==> config.mk <==
export PLATFORM = sky130hd
export DESIGN_NAME = ps2_host_tx
export DESIGN_NICKNAME = d
export VERILOG_FILES = /design/src/rtl/ps2_pkg.sv /design/src/rtl/ps2_line_sync.sv /design/src/rtl/ps2_host_tx.sv
export SDC_FILE = /design/constraint.sdc
export NUM_CORES = 1
export LEC_CHECK = 0
export CAP_MARGIN = 0
export CORE_ASPECT_RATIO = 2
export CORE_MARGIN = 2
export CORE_UTILIZATION = 50
export DETAILED_ROUTE_END_ITERATION = 12
export HOLD_SLACK_MARGIN = 0.1
export PLACE_DENSITY = 0.69
export SLEW_MARGIN = 10
export SYNTH_ARGS = -nofsm -noshare
export SYNTH_HDL_FRONTEND = slang
export SYNTH_HIERARCHICAL = 1
export SYNTH_SLANG_ARGS = --single-unit
==> constraint.sdc <==
create_clock -name clk -period 2.9 [get_ports clk]
set_clock_uncertainty 0.2 [all_clocks]
set_input_delay 0.725 -clock clk [delete_from_list [all_inputs] [get_ports clk]]
set_output_delay 0.725 -clock clk [all_outputs]
set_load 0.005 [all_outputs]
==> src/rtl/ps2_pkg.sv <==
// ps2_pkg: definitions shared by the PS/2 host transmitter and the keyboard
// receiver.
//   - ps2_state_e    : host transmit FSM states
//   - odd_parity     : parity bit that makes a byte plus parity odd
//   - inhibit_cycles : clk cycles in the clock-inhibit window
//   - timeout_cycles : clk cycles in the release-to-ack window
//   - cnt_width      : counter width that can hold a value 0..n
`timescale 1ns/1ps
package ps2_pkg;

  typedef enum logic [2:0] {
    ST_IDLE,
    ST_INHIBIT,
    ST_START,
    ST_RELEASE,
    ST_SHIFT,
    ST_ACK,
    ST_WAIT_IDLE
  } ps2_state_e;

  localparam int DEF_CLK_HZ     = 25000000;
  localparam int DEF_INHIBIT_US = 120;
  localparam int DEF_TIMEOUT_MS = 15;
  localparam int DEF_FILTER_LEN = 4;

  function automatic logic odd_parity(input logic [7:0] b);
    return ~^b;
  endfunction

  // The multiply is done in 64 bits because CLK_HZ * us overflows 32 bits.
  function automatic int unsigned inhibit_cycles(input int unsigned clk_hz,
                                                 input int unsigned us);
    return int'((longint'(clk_hz) * longint'(us)) / 64'd1000000);
  endfunction

  function automatic int unsigned timeout_cycles(input int unsigned clk_hz,
                                                 input int unsigned ms);
    return int'((longint'(clk_hz) * longint'(ms)) / 64'd1000);
  endfunction

  function automatic int cnt_width(input int unsigned n);
    return $clog2(n + 1);
  endfunction

endpackage

==> src/rtl/ps2_line_sync.sv <==
// ps2_line_sync: conditions one asynchronous open-drain PS/2 pad input.
//   clk, reset : system clock, synchronous active-high reset
//   line_i     : raw pad input
//   level_o    : synchronised level; glitch-filtered when FILTER_LEN > 1
//   fall_o     : one-cycle pulse when level_o goes 1 -> 0
// With FILTER_LEN > 1 a new level is accepted only after FILTER_LEN
// consecutive synchronised samples disagree with the current level.
`timescale 1ns/1ps
module ps2_line_sync
  import ps2_pkg::*;
#(
  parameter int FILTER_LEN = DEF_FILTER_LEN
) (
  input  logic clk,
  input  logic reset,
  input  logic line_i,
  output logic level_o,
  output logic fall_o
);

  // Reset to 1: an idle, released PS/2 line reads high.
  logic [1:0] sync_q;

  always_ff @(posedge clk) begin
    if (reset) begin
      sync_q <= 2'b11;
    end else begin
      sync_q <= {sync_q[0], line_i};
    end
  end

  generate
    if (FILTER_LEN > 1) begin : g_filt
      localparam int CW = $clog2(FILTER_LEN);
      logic [CW-1:0] cnt_q;
      logic          level_q;
      logic          fall_q;

      always_ff @(posedge clk) begin
        if (reset) begin
          cnt_q   <= '0;
          level_q <= 1'b1;
          fall_q  <= 1'b0;
        end else begin
          fall_q <= 1'b0;
          if (sync_q[1] == level_q) begin
            cnt_q <= '0;
          end else if (cnt_q == CW'(FILTER_LEN - 1)) begin
            // This is the FILTER_LEN-th disagreeing sample in a row.
            cnt_q   <= '0;
            level_q <= sync_q[1];
            fall_q  <= level_q & ~sync_q[1];
          end else begin
            cnt_q <= cnt_q + CW'(1);
          end
        end
      end

      assign level_o = level_q;
      assign fall_o  = fall_q;
    end else begin : g_raw
      logic prev_q;

      always_ff @(posedge clk) begin
        if (reset) begin
          prev_q <= 1'b1;
        end else begin
          prev_q <= sync_q[1];
        end
      end

      assign level_o = sync_q[1];
      assign fall_o  = prev_q & ~sync_q[1];
    end
  endgenerate

endmodule

==> src/rtl/ps2_host_tx.sv <==
// ps2_host_tx: sends one command byte from the host to a PS/2 device over
// the open-drain ps2Clk/ps2Data lines (inhibit, start, 8 data LSB first,
// odd parity, stop, device ack).
//   clk, reset   : system clock, synchronous active-high reset
//   tx_data      : byte to send
//   tx_valid     : request, accepted when tx_valid & tx_ready
//   tx_ready     : high only while idle
//   busy         : high from the cycle after accept until done/err
//   ps2_clk_i    : raw ps2Clk pad input
//   ps2_data_i   : raw ps2Data pad input
//   ps2_clk_oe   : 1 pulls ps2Clk low, 0 releases it
//   ps2_data_oe  : 1 pulls ps2Data low, 0 releases it
//   done         : one-cycle pulse, device acknowledged the byte
//   err          : one-cycle pulse, timeout or missing ack
`timescale 1ns/1ps
module ps2_host_tx
  import ps2_pkg::*;
#(
  parameter int CLK_HZ     = DEF_CLK_HZ,
  parameter int INHIBIT_US = DEF_INHIBIT_US,
  parameter int TIMEOUT_MS = DEF_TIMEOUT_MS,
  parameter int FILTER_LEN = DEF_FILTER_LEN
) (
  input  logic       clk,
  input  logic       reset,
  input  logic [7:0] tx_data,
  input  logic       tx_valid,
  output logic       tx_ready,
  output logic       busy,
  input  logic       ps2_clk_i,
  input  logic       ps2_data_i,
  output logic       ps2_clk_oe,
  output logic       ps2_data_oe,
  output logic       done,
  output logic       err
);

  localparam int unsigned INH_CYC = inhibit_cycles(CLK_HZ, INHIBIT_US);
  localparam int unsigned TMO_CYC = timeout_cycles(CLK_HZ, TIMEOUT_MS);
  localparam int          INH_W   = cnt_width(INH_CYC);
  localparam int          TMO_W   = cnt_width(TMO_CYC);

  logic clk_lvl;
  logic clk_fall;
  logic data_lvl;
  logic data_fall_unused;

  ps2_line_sync #(.FILTER_LEN(FILTER_LEN)) u_clk_sync (
    .clk     (clk),
    .reset   (reset),
    .line_i  (ps2_clk_i),
    .level_o (clk_lvl),
    .fall_o  (clk_fall)
  );

  // Data only needs synchronising; it is sampled at filtered clock edges.
  ps2_line_sync #(.FILTER_LEN(1)) u_data_sync (
    .clk     (clk),
    .reset   (reset),
    .line_i  (ps2_data_i),
    .level_o (data_lvl),
    .fall_o  (data_fall_unused)
  );

  ps2_state_e        state_q, state_d;
  logic [9:0]        shift_q, shift_d;
  logic [3:0]        bitcnt_q, bitcnt_d;
  logic [INH_W-1:0]  inh_q, inh_d;
  logic [TMO_W-1:0]  tmo_q, tmo_d;
  logic              drive_q, drive_d;
  logic              done_q, done_d;
  logic              err_q, err_d;

  always_ff @(posedge clk) begin
    if (reset) begin
      state_q  <= ST_IDLE;
      shift_q  <= '0;
      bitcnt_q <= '0;
      inh_q    <= '0;
      tmo_q    <= '0;
      drive_q  <= 1'b0;
      done_q   <= 1'b0;
      err_q    <= 1'b0;
    end else begin
      state_q  <= state_d;
      shift_q  <= shift_d;
      bitcnt_q <= bitcnt_d;
      inh_q    <= inh_d;
      tmo_q    <= tmo_d;
      drive_q  <= drive_d;
      done_q   <= done_d;
      err_q    <= err_d;
    end
  end

  always_comb begin
    state_d  = state_q;
    shift_d  = shift_q;
    bitcnt_d = bitcnt_q;
    inh_d    = inh_q;
    tmo_d    = tmo_q;
    drive_d  = drive_q;
    done_d   = 1'b0;
    err_d    = 1'b0;

    case (state_q)
      ST_IDLE: begin
        if (tx_valid) begin
          shift_d = {1'b1, odd_parity(tx_data), tx_data};
          inh_d   = INH_W'(INH_CYC - 1);
          state_d = ST_INHIBIT;
        end
      end

      ST_INHIBIT: begin
        if (inh_q == '0) begin
          state_d = ST_START;
        end else begin
          inh_d = inh_q - INH_W'(1);
        end
      end

      ST_START: begin
        state_d = ST_RELEASE;
      end

      ST_RELEASE: begin
        // The release cycle is the first of the TMO_CYC counted cycles.
        tmo_d    = TMO_W'(TMO_CYC - 1);
        bitcnt_d = '0;
        drive_d  = 1'b1;
        state_d  = ST_SHIFT;
      end

      ST_SHIFT, ST_ACK, ST_WAIT_IDLE: begin
        tmo_d = tmo_q - TMO_W'(1);
        if (tmo_q == TMO_W'(1)) begin
          // Checked first so a timeout beats an ack in the same cycle.
          err_d   = 1'b1;
          state_d = ST_IDLE;
        end else if (state_q == ST_SHIFT) begin
          if (clk_fall) begin
            drive_d  = ~shift_q[bitcnt_q];
            bitcnt_d = bitcnt_q + 4'd1;
            if (bitcnt_q == 4'd9) begin
              state_d = ST_ACK;
            end
          end
        end else if (state_q == ST_ACK) begin
          if (clk_fall) begin
            if (!data_lvl) begin
              state_d = ST_WAIT_IDLE;
            end else begin
              err_d   = 1'b1;
              state_d = ST_IDLE;
            end
          end
        end else begin
          if (clk_lvl && data_lvl) begin
            done_d  = 1'b1;
            state_d = ST_IDLE;
          end
        end
      end

      default: begin
        state_d = ST_IDLE;
      end
    endcase
  end

  assign tx_ready    = (state_q == ST_IDLE);
  assign busy        = (state_q != ST_IDLE);
  assign ps2_clk_oe  = (state_q == ST_INHIBIT) || (state_q == ST_START);
  assign ps2_data_oe = (state_q == ST_START) || (state_q == ST_RELEASE) ||
                       ((state_q == ST_SHIFT) && drive_q);
  assign done        = done_q;
  assign err         = err_q;

endmodule

---- Word level (Yosys, flattened, before mapping) ----
Cells that the tools add are included.
storage, ports and cells
  flip-flop bits (word level) ............. 59
  bits in latches ......................... 0
  RAM bits ................................ 0
  ROM bits ................................ 0
  input bits .............................. 13
  memories kept ........................... 0
operators by class
  $add $sub $neg .......................... 4
  multiply operators ...................... 0
  divide/modulo/power cells ............... 0
  $lt $le $gt $ge ......................... 1
  eq/ne operators ......................... 20
  shift-type cells ........................ 0
  muxes and demuxes ....................... 31
  bitwise logic cells ..................... 6
  reduce and logical (&&, ||, !) cells .... 21
operators with widths
  operator                                                                count
  19-bit one-hot mux with 2 select lines                                  1
  3-bit two-way mux                                                       10
  12-bit two-way mux                                                      2
  12-bit one-hot mux with 2 select lines                                  1
  19-bit by 1-bit equality test with 1-bit output, second input constant  1
  19-bit by 1-bit subtractor with 19-bit output, second input constant    1
  3-bit one-hot mux with 5 select lines                                   1
  12-bit zero test                                                        1
  4-bit two-way mux                                                       3
  12-bit by 1-bit subtractor with 12-bit output, second input constant    1
  1-bit two-way mux                                                       10
  2-bit != test, second input constant                                    5
  3-bit equality test, second input constant                              3
  3-bit OR reduction                                                      3
  4-bit by 3-bit != test with 1-bit output, second input constant         2
  4-bit one-hot mux with 2 select lines                                   1
  8-bit XNOR reduction                                                    1
  3-bit by 2-bit equality test with 1-bit output, second input constant   2
  6-bit AND reduction                                                     1
  4-bit by 5-bit < comparator with 1-bit output, second input constant    1
  5-bit != test, second input constant                                    1
  1-bit inverter                                                          5
  5-bit OR reduction                                                      1
  4-bit by 1-bit adder with 4-bit output, second input constant           1
  19 further kinds                                                        24

---- Longest topological paths before layout ----
Gate-level depths: netlist of the first run.
  word-level depth ........................ 7
  gate-level depth with buffers ........... 8

---- Cells and area by module ----
The synthesis of the first run kept the hierarchy.
by module, submodules not included
  module                        times used  cells each  area each (um^2)
  ps2_host_tx                   1           338         2766.4
  ps2_line_sync at u_clk_sync   1           19          217.7
  ps2_line_sync at u_data_sync  1           7           85.1

---- Worst setup path before layout of the first run ----
OpenSTA, ideal clock, no wires.
  path type ............................... reg-to-reg
  from .................................... reg tmo_q[3]
  to ...................................... reg bitcnt_q[0]
  setup time .............................. 0.065 ns
  data arrival time ....................... 1.729 ns
  data required time ...................... 2.635 ns
  setup slack ............................. 0.906 ns
  stages on the path, launching flop included .. 6
  path buffers ............................ 0
  path through ............................ dfxtp_1 nor4_4 nand4_1 o211ai_2 mux2_2 nor2_1
between the ends
  word-level cells in the longest chain between the ends .. 3
ends and longest elaborated chain
  element                                          RTL line            text
  from (decl)                                      ps2_host_tx.sv:69   logic [TMO_W-1:0] tmo_q, tmo_d;
  from (signal assigned)                           ps2_host_tx.sv:89   tmo_q <= tmo_d;
  19-bit by 1-bit equality test with 1-bit output  ps2_host_tx.sv:137  if (tmo_q == TMO_W'(1)) begin
  2-bit != test (no line)                          -
  4-bit AND reduction (no line)                    -
  to (signal assigned)                             ps2_host_tx.sv:87   bitcnt_q <= bitcnt_d;
  to (decl)                                        ps2_host_tx.sv:67   logic [3:0] bitcnt_q, bitcnt_d;
Every way passes these cells.
A chain may end at the register's enable or synchronous reset.

---- Worst setup path in the final report of the first run ----
  from .................................... reg state_q[1]
  to ...................................... out ps2_data_oe
between the ends
  word-level cells in the longest chain between the ends .. 3
  elaborated cells between the ends (all ways) .. 6
  classes of those cells .................. 3 x eq/ne; 3 x reduce/logical
ends and longest elaborated chain
  element                                                                                RTL line                                text
  from (decl)                                                                            ps2_host_tx.sv:65                       ps2_state_e state_q, state_d;
  from (signal assigned)                                                                 ps2_host_tx.sv:85                       state_q <= state_d;
  3-bit by 2-bit equality test with 1-bit output or 3-bit equality test (tied branches)  ps2_host_tx.sv:175, ps2_host_tx.sv:176
  1-bit logical OR or 1-bit logical AND (tied branches)                                  ps2_host_tx.sv:175, ps2_host_tx.sv:176
  1-bit logical OR (*)                                                                   ps2_host_tx.sv:175                      assign ps2_data_oe = (state_q == ST_START) || (state_q == ST_RELEASE) ||
  to (decl)                                                                              ps2_host_tx.sv:33                       output logic ps2_data_oe,
Mark *: on every way between the ends. The rest lies on a longest branch, timed or not.

==> results of run 1 <==
## path summary, 6_finish.rpt
path | from | to
max | state_q[1] | ps2_data_oe
min | u_clk_sync/sync_q[0] | u_clk_sync/sync_q[1]
max reg2reg | state_q[2] | tmo_q[12]
min reg2reg | u_clk_sync/sync_q[0] | u_clk_sync/sync_q[1]
## power breakdown
| part | internal [mW] | switching, mW |
|---|---|---|
| sequential | 0.873 | 0.0554 |
| clock | 0.585 | 0.326 |
| combinational | 0.196 | 0.234 |
| total | 1.65 | 0.615 |
## registers in the layout (all words and copies together) (netlist names), 2 cells and up
name and flops:
bitcnt_q 4, inh_q 12, shift_q 10, state_q 3, tmo_q 19, u_clk_sync/g_filt.cnt_q 2, u_clk_sync/sync_q 2, u_data_sync/sync_q 2
## layer usage
| layer | share of wire | global-route usage | wire, um |
|---|---|---|---|
| met1 | 0.39 | 0.243 | 2670 |
| met5 | 0 | 0 | 0 |
| met4 | 0.041 | 0.144 | 278 |
| met3 | 0.023 | 0.0463 | 155 |
| met2 | 0.54 | 0.394 | 3690 |
## through the flow
| stage | power, mW | utilization | hold slack [ns] | instances | instance area, um^2 |
|---|---|---|---|---|---|
| 2_1_floorplan | 1.23 | - | 0.185 | 361 | 3040 |
| 3_3_place_gp | 1.36 | 0.555 | 0.193 | 435 | 3300 |
| 3_5_place_dp | 1.37 | 0.555 | 0.208 | 435 | 3300 |
| 4_1_cts | 2.29 | 0.597 | 0.220 | 448 | 3550 |
| 5_1_grt | 2.39 | 0.597 | 0.229 | 448 | 3550 |
| 6_report | 2.27 | 0.597 | 0.212 | 448 | 3550 |
## placed cells by master, fill, tap and decap left out, types with 5 or more instances in the layout
cell type and n:
sky130_fd_sc_hd__clkdlybuf4s50_1 17, sky130_fd_sc_hd__nand2_1 40, sky130_fd_sc_hd__nor4_1 10, sky130_fd_sc_hd__a21oi_1 33
sky130_fd_sc_hd__nand3_1 12, sky130_fd_sc_hd__nand2b_1 7, sky130_fd_sc_hd__nand4_1 5, sky130_fd_sc_hd__xnor2_1 20
sky130_fd_sc_hd__a211oi_1 5, sky130_fd_sc_hd__clkbuf_16 9, sky130_fd_sc_hd__buf_4 12, sky130_fd_sc_hd__nor2_1 23
sky130_fd_sc_hd__dfxtp_1 59, sky130_fd_sc_hd__inv_1 11, sky130_fd_sc_hd__nor3_1 23, sky130_fd_sc_hd__nor2b_1 5
sky130_fd_sc_hd__ha_1 8, sky130_fd_sc_hd__o21ai_0 13
## layout make-up
class / count / share of cell area
multi-input cells: 272 / 0.489
flip-flops and latches: 59 / 0.332
repair buffers: 30 / 0.0746
clock buffers: 13 / 0.0704
well taps: 63 / 0.0222
inverters: 11 / 0.0116
==> summary.md, run 1 <==
| Metric | Value |
|---|---|
| Pwr/cell area | 639 nW/um^2 |
| Arrival @ worst endpoint | 1.80 ns |
| Post-route fraction of the period consumed by the critical path | 0.939 |
| Clock tree from TritonCTS | yes |
| Later-pin clock latency in the skew report | between 0.3 and 0.4 ns |
| Fillers | 560 |
| FF-to-FF path depth | 6 |
| Run status | completed |
| Post-Syn Nets | ~380 |
| Critical Path Slowest Stage Cell | sky130_fd_sc_hd__dfxtp_1 |
| Number of top-level pins | 19 |
| Length of the first detailed-routing pass in iterations | 4 |
| Net total in the final layout | between 400 and 500 |
| Sum of negative setup slack | 0 ns |
| Total wire length | about 6.8 mm |
| Fin. Hold Viols | 0 |
| Largest net degree at the start of global routing | 42 |
| Count of H-tree levels built during CTS | 3 |
| Final critical delay including setup and external delays | between 2 and 3 ns |
| Horizontal extent of the die | between 50 and 60 um |
| Post-DP HPWL | a little under 5 mm |
| CP cell instances | inv_1 -> and3_1 -> nand2_1 -> o21ai_0 -> clkdlybuf4s50_1 |
| Count of pins over their slew limit | 0 |
| RSZ-0062 raised after global routing | no |
| Average cell area after synthesis | approximately 8.4 um^2 |
| Startpoint type of the worst setup path | register |
| Via count of the routed design | about 2.7k |
| Overall die area | roughly 6800 um^2 |
| Hold-fix buffer count after cts | 0 |
| Synth Warn # | 6 |
| Worst IR drop on VDD | approximately 0.00042 V |
| Count of buffering cells on the critical path with inverters included | 2 |
| Family with the most delay on the worst path | buffers and inverters |
| Slew at the pin with the worst max-slew slack | approximately 0.76 ns |
| Number of maximum-capacitance constraint violations | 0 |
| Number of nets with antenna violations after routing | 0 |
| Combined area of the multi-input logic cells | 1740 um^2 |
| Core Rows | 40 |
| Drt first-iter violations | about 110 |
| Clock buffer count from CTS | 9 |
| Area taken by flip-flops and latches | 1180 um^2 |
| Total congestion overflow after global routing | 0 |
| Setup violators final | 0 |
| Die Y-Extent | 114 um |
| Stages on the worst setup path | 5 |
| Routability cong. | 0.866 |
| Count of input and output buffers | 18 |
| Number of antenna violations at the first check in global routing | 0 |
| Crit path kind | register to output port |
| Std-Cell Core Area | about 6000 um^2 |
| Maximum fanout count along the critical path | 10 |
| Endpoint required time on the critical path | about 2.0 ns |
| Largest buffer count on any clock path | 2 |
| Number of gates given a new drive strength after cts | 0 |
| Crit-path max cell delay | about 0.5 ns |
| Detail-routed net length per standard cell | between 15 and 20 um |
| Clk sink count | 59 |
| GRT Resource Usage Total | 0.228 |
| Ratio of routed vias to standard cells | slightly above 6 |
| DRC errors left | 0 |
| Nature of the critical path endpoint | output port |
| Hold WC Path Type | register to register |
| Post-synthesis cell area | around 3000 um^2 |
| Antenna Diode Count | 0 |
| Pleak | approximately 1.3 nW |
| DP Worst Slack | ~0.43 ns |
| Number of global-route vias before repair | approximately 2.7k |
| Min setup slack post-route | ~0.18 ns |
| Master cell of the clock root buffer | sky130_fd_sc_hd__clkbuf_16 |
| Wire length of the first global-routing pass | between 10 and 15 mm |
| Area delta synth->final | 17.0% |
| Clock slew at reported path FFs | ~0.050 ns |
| Syn Inst Count | approximately 360 |
| Initial core utilization | 0.510 |
| Max-slew headroom | 0.491 |
| Setup slack of the most critical reg-to-reg path | about 0.54 ns |
| Maximum clock frequency | approximately 0.37 GHz |
| Share of final-layout standard cells stronger than drive strength 1 | 0.0961 |
| Hold Crit Depth | 1 |
| Post-CTS Setup Repair Bufs | 0 |
Power figures use the tool's default switching activity.
==> run 2, diff against run 1 <==
- CAP_MARGIN: 0 -> unset
- PLACE_DENSITY: 0.69 -> 0.73
- SLEW_MARGIN: 10 -> 20
==> run 2 against run 1 <==
Net effect:
- global-route usage decreased by 0.78 points
- setup slack improved by 0.063 ns
- sequential share of layout area decreased by 0.15 points
- critical path type unchanged
- sequential power about the same
- non-clock buffer count decreased by 1
- core utilization increased by 0.27 points
- sequential cell count unchanged
- routed wire length decreased by 1.9%
- via count decreased by 1.8%
- critical path depth unchanged
- clock power increased by 5.9%
- clock-buffer cell count increased by 1
==> summary.md, run 2 (synthesis gave the netlist of run 1 again) <==
| Metric | Value |
|---|---|
| Run status | completed |
| Met2 Use GR | 0.381 (-0.0126) |
| Routability cong. | 0.832 (-3.9%) |
| Slew at the pin with the worst max-slew slack | 0.626 ns (-0.137 ns) |
| GRT Resource Usage Total | 0.221 (-0.00782) |
| Overall die area | 6750 um^2 (unchanged) |
| Crit path kind | register to output port |
| DRC errors left | 0 (unchanged) |
| Fin. Hold Viols | 0 (unchanged) |
| Die Y-Extent | 114 um (unchanged) |
| Largest buffer count on any clock path | 2 (unchanged) |
| Count of buffering cells on the critical path with inverters included | 2 (unchanged) |
| Core Rows | 40 (unchanged) |
| Hold WC Path Type | register to register |
| Post-DP HPWL | 4.73 mm (-2.7%) |
| Endpoint required time on the critical path | 1.98 ns (about the same) |
| Post-CTS Setup Repair Bufs | 0 (unchanged) |
| Horizontal extent of the die | 59.1 um (unchanged) |
| Master cell of the clock root buffer | sky130_fd_sc_hd__clkbuf_16 |
| Count of input and output buffers | 18 (unchanged) |
| Net total in the final layout | 403 (-0.25%) |
| Crit-path max cell delay | 0.47 ns (-0.04 ns) |
| Largest registers | tmo_q x19, inh_q x12, shift_q x10 |
| Later-pin clock latency in the skew report | 0.33 ns (about the same) |
| Clock buffer count from CTS | 9 (unchanged) |
| Flip-flop count of the largest register, all copies and words added | 19 (unchanged) |
| Clock tree from TritonCTS | yes |
| Sum of negative setup slack | 0 ns (unchanged) |
| Critical Path Slowest Stage Cell | sky130_fd_sc_hd__clkdlybuf4s50_1 |
| Hold-fix buffer count after cts | 0 (unchanged) |
| Final critical delay including setup and external delays | 2.66 ns (-0.0632 ns) |
| Number of gates given a new drive strength after cts | 0 (unchanged) |
| Count of pins over their slew limit | 0 (unchanged) |
| Post-route fraction of the period consumed by the critical path | 0.917 (-0.0218) |
| Total wire length | 6.67 mm (-1.9%) |
| Maximum clock frequency | 0.376 GHz (+2.4%) |
| Ratio of routed vias to standard cells | 5.92 (-2.2%) |
| Routing usage on met1 | 0.226 (-0.0175) |
| Total congestion overflow after global routing | 0 (unchanged) |
| Number of top-level pins | 19 (unchanged) |
| Largest net degree at the start of global routing | 32 (-24%) |
| Pwr/cell area | 651 nW/um^2 (+1.9%) |
| Maximum fanout count along the critical path | 8 (-2) |
| Number of antenna violations at the first check in global routing | 0 (unchanged) |
| Std-Cell Core Area | 5960 um^2 (unchanged) |
| Pleak | 1.29 nW (+0.80%) |
| Most common library cell in the layout ignoring fill and taps | sky130_fd_sc_hd__dfxtp_1 |
| Number of maximum-capacitance constraint violations | 0 (unchanged) |
| Clk sink count | 59 (unchanged) |
| Nature of the critical path endpoint | output port |
| Via count of the routed design | 2665 (-1.8%) |
| Clock slew at reported path FFs | 0.05 ns (about the same) |
| Worst IR drop on VDD | 0.000392 V (-6.3%) |
| Detail-routed net length per standard cell | 14.8 um (-2.3%) |
| Antenna Diode Count | 0 (unchanged) |
| Family with the most delay on the worst path | buffers and inverters |
| Number of global-route vias before repair | 2591 (-4.9%) |
| Initial core utilization | 0.510 (unchanged) |
| Count of H-tree levels built during CTS | 3 (unchanged) |
| Min setup slack post-route | 0.241 ns (+0.0632 ns) |
| Met3 Use GR | 0.0542 (+0.00791) |
| Area delta synth->final | 17.6% |
| Share of final-layout standard cells stronger than drive strength 1 | 0.101 (+0.00467) |
| Startpoint type of the worst setup path | register |
| Leading cell types in the layout, fill and taps excluded | 59 x sky130_fd_sc_hd__dfxtp_1, 40 x sky130_fd_sc_hd__nand2_1, 33 x sky130_fd_sc_hd__a21oi_1, 23 x sky130_fd_sc_hd__nor2_1, 23 x sky130_fd_sc_hd__nor3_1 |
| CP cell instances | inv_1 -> and3_1 -> nand2_1 -> o21ai_0 -> clkdlybuf4s50_1 |
| DP Worst Slack | 0.466 ns (+0.0388 ns) |
| Wire length of the first global-routing pass | 11.4 mm (-4.4%) |
| Register with the most flip-flops | tmo_q |
| Number of nets with antenna violations after routing | 0 (unchanged) |
| Arrival @ worst endpoint | 1.73 ns (-0.07 ns) |
| Length of the first detailed-routing pass in iterations | 4 (unchanged) |
| Setup violators final | 0 (unchanged) |
| Most used routing layer | met2 |
| Max-slew headroom | 0.581 (+0.0903) |
| RSZ-0062 raised after global routing | no |
| Drt first-iter violations | 137 (+21%) |
run 2: changes by cell type in the layout (fill, tap and decap cells not counted), sizes merged:
| cell | change |
|---|---|
| clkbuf | +1 |
| buf | -1 |
| clkinv | +2 |
run 2: power by group:
group / switching [mW] / internal, mW
Sequential: 0.0535 / 0.872
Clock: 0.344 / 0.621
Combinational: 0.237 / 0.196
Total: 0.635 / 1.69
run 2: worst paths after layout:
check                                     startpoint  slack (ns)  depth (start not counted)              endpoint
worst max register to register            state_q[2]        0.56                          6             tmo_q[14]
worst min-delay path            u_clk_sync/sync_q[0]        0.20                          1  u_clk_sync/sync_q[1]
worst max-delay path                      state_q[1]        0.24                          5           ps2_data_oe
worst min register to register  u_clk_sync/sync_q[0]        0.20                          1  u_clk_sync/sync_q[1]
run 2: layout make-up:
| class | instances | area (um^2) |
|---|---|---|
| flip-flops and latches | 59 | 1180 |
| inverters | 11 | 41.3 |
| multi-input cells | 272 | 1740 |
| well taps | 63 | 78.8 |
| fillers | 525 | 2390 |
| clock inverters | 2 | 10.0 |
| clock buffers | 14 | 264 |
| repair buffers | 29 | 258 |
run 2: stage by stage:
stage	power (mW)	std cells	instance area (um^2)	hold slack, ns	util
after global routing	2.45	450	3570	0.227	0.599
after detailed placement	1.37	434	3300	0.196	0.553
after global placement	1.36	434	3300	0.192	0.553
final	2.32	450	3570	0.204	0.599
after CTS	2.34	450	3570	0.207	0.599
after floorplan	1.23	361	3040	0.185	-
run 2: layer usage:
metal | up-vias | share of wire
met3 | 21 | 0.032
met1 | 1242 | 0.39
met2 | 54 | 0.54
met5 | - | 0
met4 | 0 | 0.042
li1 | 1348 | -
run 2: worst reg2reg max path, stage by stage (launching register included):
cell	delay, ns
sky130_fd_sc_hd__dfxtp_1	0.38
sky130_fd_sc_hd__buf_4	0.31
sky130_fd_sc_hd__a21boi_1	0.47
sky130_fd_sc_hd__nand4_1	0.24
sky130_fd_sc_hd__nor3b_1	0.26
sky130_fd_sc_hd__mux2_2	0.35
sky130_fd_sc_hd__nor2_1	0.07
==> run 3, diff against run 2 <==
- CAP_MARGIN: unset -> 20
- DONT_BUFFER_PORTS: unset -> 1
- PLACE_DENSITY: 0.73 -> 0.76
==> run 3 against run 2 <==
Net effect:
- fmax grew 0.91%
- critical path type unchanged
- final area down 6.5%
- critical path depth down 1
- global-route usage decreased by 0.25 points
- critical endpoint unchanged
- clock power fell by 3.0%
- non-clock buffer count is 24 lower
- routed wire length increased by 0.33%
- combinational power decreased by 17%
- highest routed layer unchanged
- via count decreased by 1.8%
- die area stayed put
- final cell count decreased by 5.6%
==> summary.md, run 3 (synthesis gave the netlist of run 1 again) <==
| Metric | Value |
|---|---|
| Later-pin clock latency in the skew report | 0.33 ns (about the same) |
| Maximum clock frequency | 0.380 GHz (+0.91%) |
| RSZ-0062 raised after global routing | no |
| Endpoint required time on the critical path | 1.98 ns (about the same) |
| DRC errors left | 0 (unchanged) |
| Pleak | 1.19 nW (-7.8%) |
| Crit path kind | register to output port |
| Slew at the pin with the worst max-slew slack | 0.683 ns (+0.0570 ns) |
| Pwr/cell area | 670 nW/um^2 (+2.9%) |
| Worst IR drop on VDD | 0.000376 V (-4.0%) |
| Number of maximum-capacitance constraint violations | 0 (unchanged) |
| Number of top-level pins | 19 (unchanged) |
| Post-DP HPWL | 4.63 mm (-2.1%) |
| Post-route fraction of the period consumed by the critical path | 0.909 (-0.00830) |
| DP Worst Slack | 0.527 ns (+0.0609 ns) |
| Initial core utilization | 0.510 (unchanged) |
| Count of input and output buffers | 0 (-18) |
| Leading cell types in the layout, fill and taps excluded | 59 x sky130_fd_sc_hd__dfxtp_1, 40 x sky130_fd_sc_hd__nand2_1, 33 x sky130_fd_sc_hd__a21oi_1, 23 x sky130_fd_sc_hd__nor2_1, 23 x sky130_fd_sc_hd__nor3_1 |
| Worst hold path startpoint | u_clk_sync/sync_q[0] |
| Crit-path max cell delay | 0.69 ns (+0.22 ns) |
| Setup slack of the most critical reg-to-reg path | 0.49 ns (-0.07 ns) |
| Post-layout utilization of the core | 0.560 (-0.0391) |
| Ratio of routed vias to standard cells | 6.16 (+4.0%) |
| Max-slew headroom | 0.543 (-0.0381) |
| Core Rows | 40 (unchanged) |
| FF-to-FF End | bitcnt_q[1] |
| Hold Crit Depth | 1 (unchanged) |
| Total wire length | 6.69 mm (+0.33%) |
| Antenna Diode Count | 0 (unchanged) |
| GRT Resource Usage Total | 0.218 (-0.00248) |
| Via count of the routed design | 2618 (-1.8%) |
| Share of final-layout standard cells stronger than drive strength 1 | 0.0884 (-0.0124) |
| Number of nets with antenna violations after routing | 0 (unchanged) |
| Horizontal extent of the die | 59.1 um (unchanged) |
| Maximum fanout count along the critical path | 18 (+10) |
| Run status | completed |
| Total congestion overflow after global routing | 0 (unchanged) |
| Critical Path Slowest Stage Cell | sky130_fd_sc_hd__dfxtp_1 |
| Flip-flop count of the largest register, all copies and words added | 19 (unchanged) |
| Area delta synth->final | 9.89% |
| Drt first-iter violations | 130 (-5.1%) |
| Fillers | 541 (+3.0%) |
| Fin. Hold Viols | 0 (unchanged) |
| Number of antenna violations at the first check in global routing | 0 (unchanged) |
| CP cell instances | inv_1 -> and3_1 -> nand2_1 -> o21ai_0 |
| Final critical delay including setup and external delays | 2.64 ns (-0.0241 ns) |
| Cell area after layout | 3340 um^2 (-6.5%) |
| Count of buffering cells on the critical path with inverters included | 1 (-1) |
| Clock buffer count from CTS | 9 (unchanged) |
| Clk sink count | 59 (unchanged) |
| Register with the most flip-flops | tmo_q |
| Hold-fix buffer count after cts | 0 (unchanged) |
| Min setup slack post-route | 0.265 ns (+0.0241 ns) |
| Die Y-Extent | 114 um (unchanged) |
| Hold WC Path Type | register to register |
| Count of H-tree levels built during CTS | 3 (unchanged) |
| FF-to-FF path depth | 5 (-1) |
| Routability cong. | 0.876 (+5.3%) |
| Master cell of the clock root buffer | sky130_fd_sc_hd__clkbuf_16 |
| Family with the most delay on the worst path | flip-flops |
| Final hold slack | 0.215 ns (+0.0116 ns) |
| Clock slew at reported path FFs | 0.05 ns (about the same) |
| Std-Cell Core Area | 5960 um^2 (unchanged) |
| Wire length of the first global-routing pass | 11.2 mm (-1.7%) |
| Most common library cell in the layout ignoring fill and taps | sky130_fd_sc_hd__dfxtp_1 |
| Startpoint of the worst-slack reg-to-reg timing path | tmo_q[7] |
| Nature of the critical path endpoint | output port |
| Post-CTS Setup Repair Bufs | 0 (unchanged) |
| Length of the first detailed-routing pass in iterations | 4 (unchanged) |
| Sum of negative setup slack | 0 ns (unchanged) |
| Count of pins over their slew limit | 0 (unchanged) |
| Largest registers | tmo_q x19, inh_q x12, shift_q x10 |
| Critical path launch point | state_q[0] |
| Clock tree from TritonCTS | yes |
| Number of global-route vias before repair | 2518 (-2.8%) |
| Startpoint type of the worst setup path | register |
| Arrival @ worst endpoint | 1.71 ns (-0.02 ns) |
| Post-Place Cell Area | 3080 um^2 (-6.7%) |
| Overall die area | 6750 um^2 (unchanged) |
| Largest buffer count on any clock path | 2 (unchanged) |
| Detail-routed net length per standard cell | 15.7 um (+6.2%) |
| Final standard cell count with taps included and fillers excluded | 425 (-5.6%) |
| Post-layout total power | 2.24 mW (-3.8%) |
| Capture endpoint of the worst hold path | u_clk_sync/sync_q[1] |
| Net total in the final layout | 379 (-6.0%) |
| Number of gates given a new drive strength after cts | 0 (unchanged) |
| Setup violators final | 0 (unchanged) |
| Placed instance count | 410 (-5.5%) |
| Largest net degree at the start of global routing | 64 (+100%) |
==> run 3: changes by cell type in the layout (fill, tap and decap cells not counted) <==
cell                              before  now
sky130_fd_sc_hd__clkdlybuf4s50_1      17    0
sky130_fd_sc_hd__clkbuf_8              2    1
sky130_fd_sc_hd__buf_4                11    5
sky130_fd_sc_hd__clkinv_2              2    3
sky130_fd_sc_hd__buf_2                 1    0
sky130_fd_sc_hd__clkbuf_1              3    2
==> run 3: how the worst max path moves through the flow <==
stage                              to  slack (ns)  cells after the start
final                     ps2_data_oe        0.26                      4
after global routing      ps2_data_oe        0.13                      4
after CTS                 ps2_data_oe        0.28                      4
after detailed placement  bitcnt_q[1]        0.53                      5
after global placement    bitcnt_q[1]        0.55                      5
after floorplan           bitcnt_q[0]        0.91                      5
==> run 3: final cells by class <==
type                            instances  area (um^2)  share of cell area
Timing Repair Buffer                    5         37.5              0.0112
Multi-Input combinational cell        272         1740               0.520
Clock buffer                           12          246              0.0739
Inverter                               11         41.3              0.0124
Tap cell                               63         78.8              0.0236
Clock inverter                          3         15.0             0.00450
Sequential cell                        59         1180               0.354
==> run 3: report_power, final <==
group / total (mW) / internal [mW] / switching [mW]
Sequential: 0.939 / 0.872 / 0.0670
Combinational: 0.360 / 0.154 / 0.206
Clock: 0.936 / 0.590 / 0.346
==> run 3: routing by layer <==
| metal | wire, um | global-route usage | vias to the layer above |
|---|---|---|---|
| met5 | 0 | 0 | - |
| met4 | 273 | 0.141 | 0 |
| met3 | 183 | 0.0621 | 18 |
| met2 | 3560 | 0.367 | 31 |
| met1 | 2670 | 0.228 | 1268 |
| li1 | - | - | 1301 |
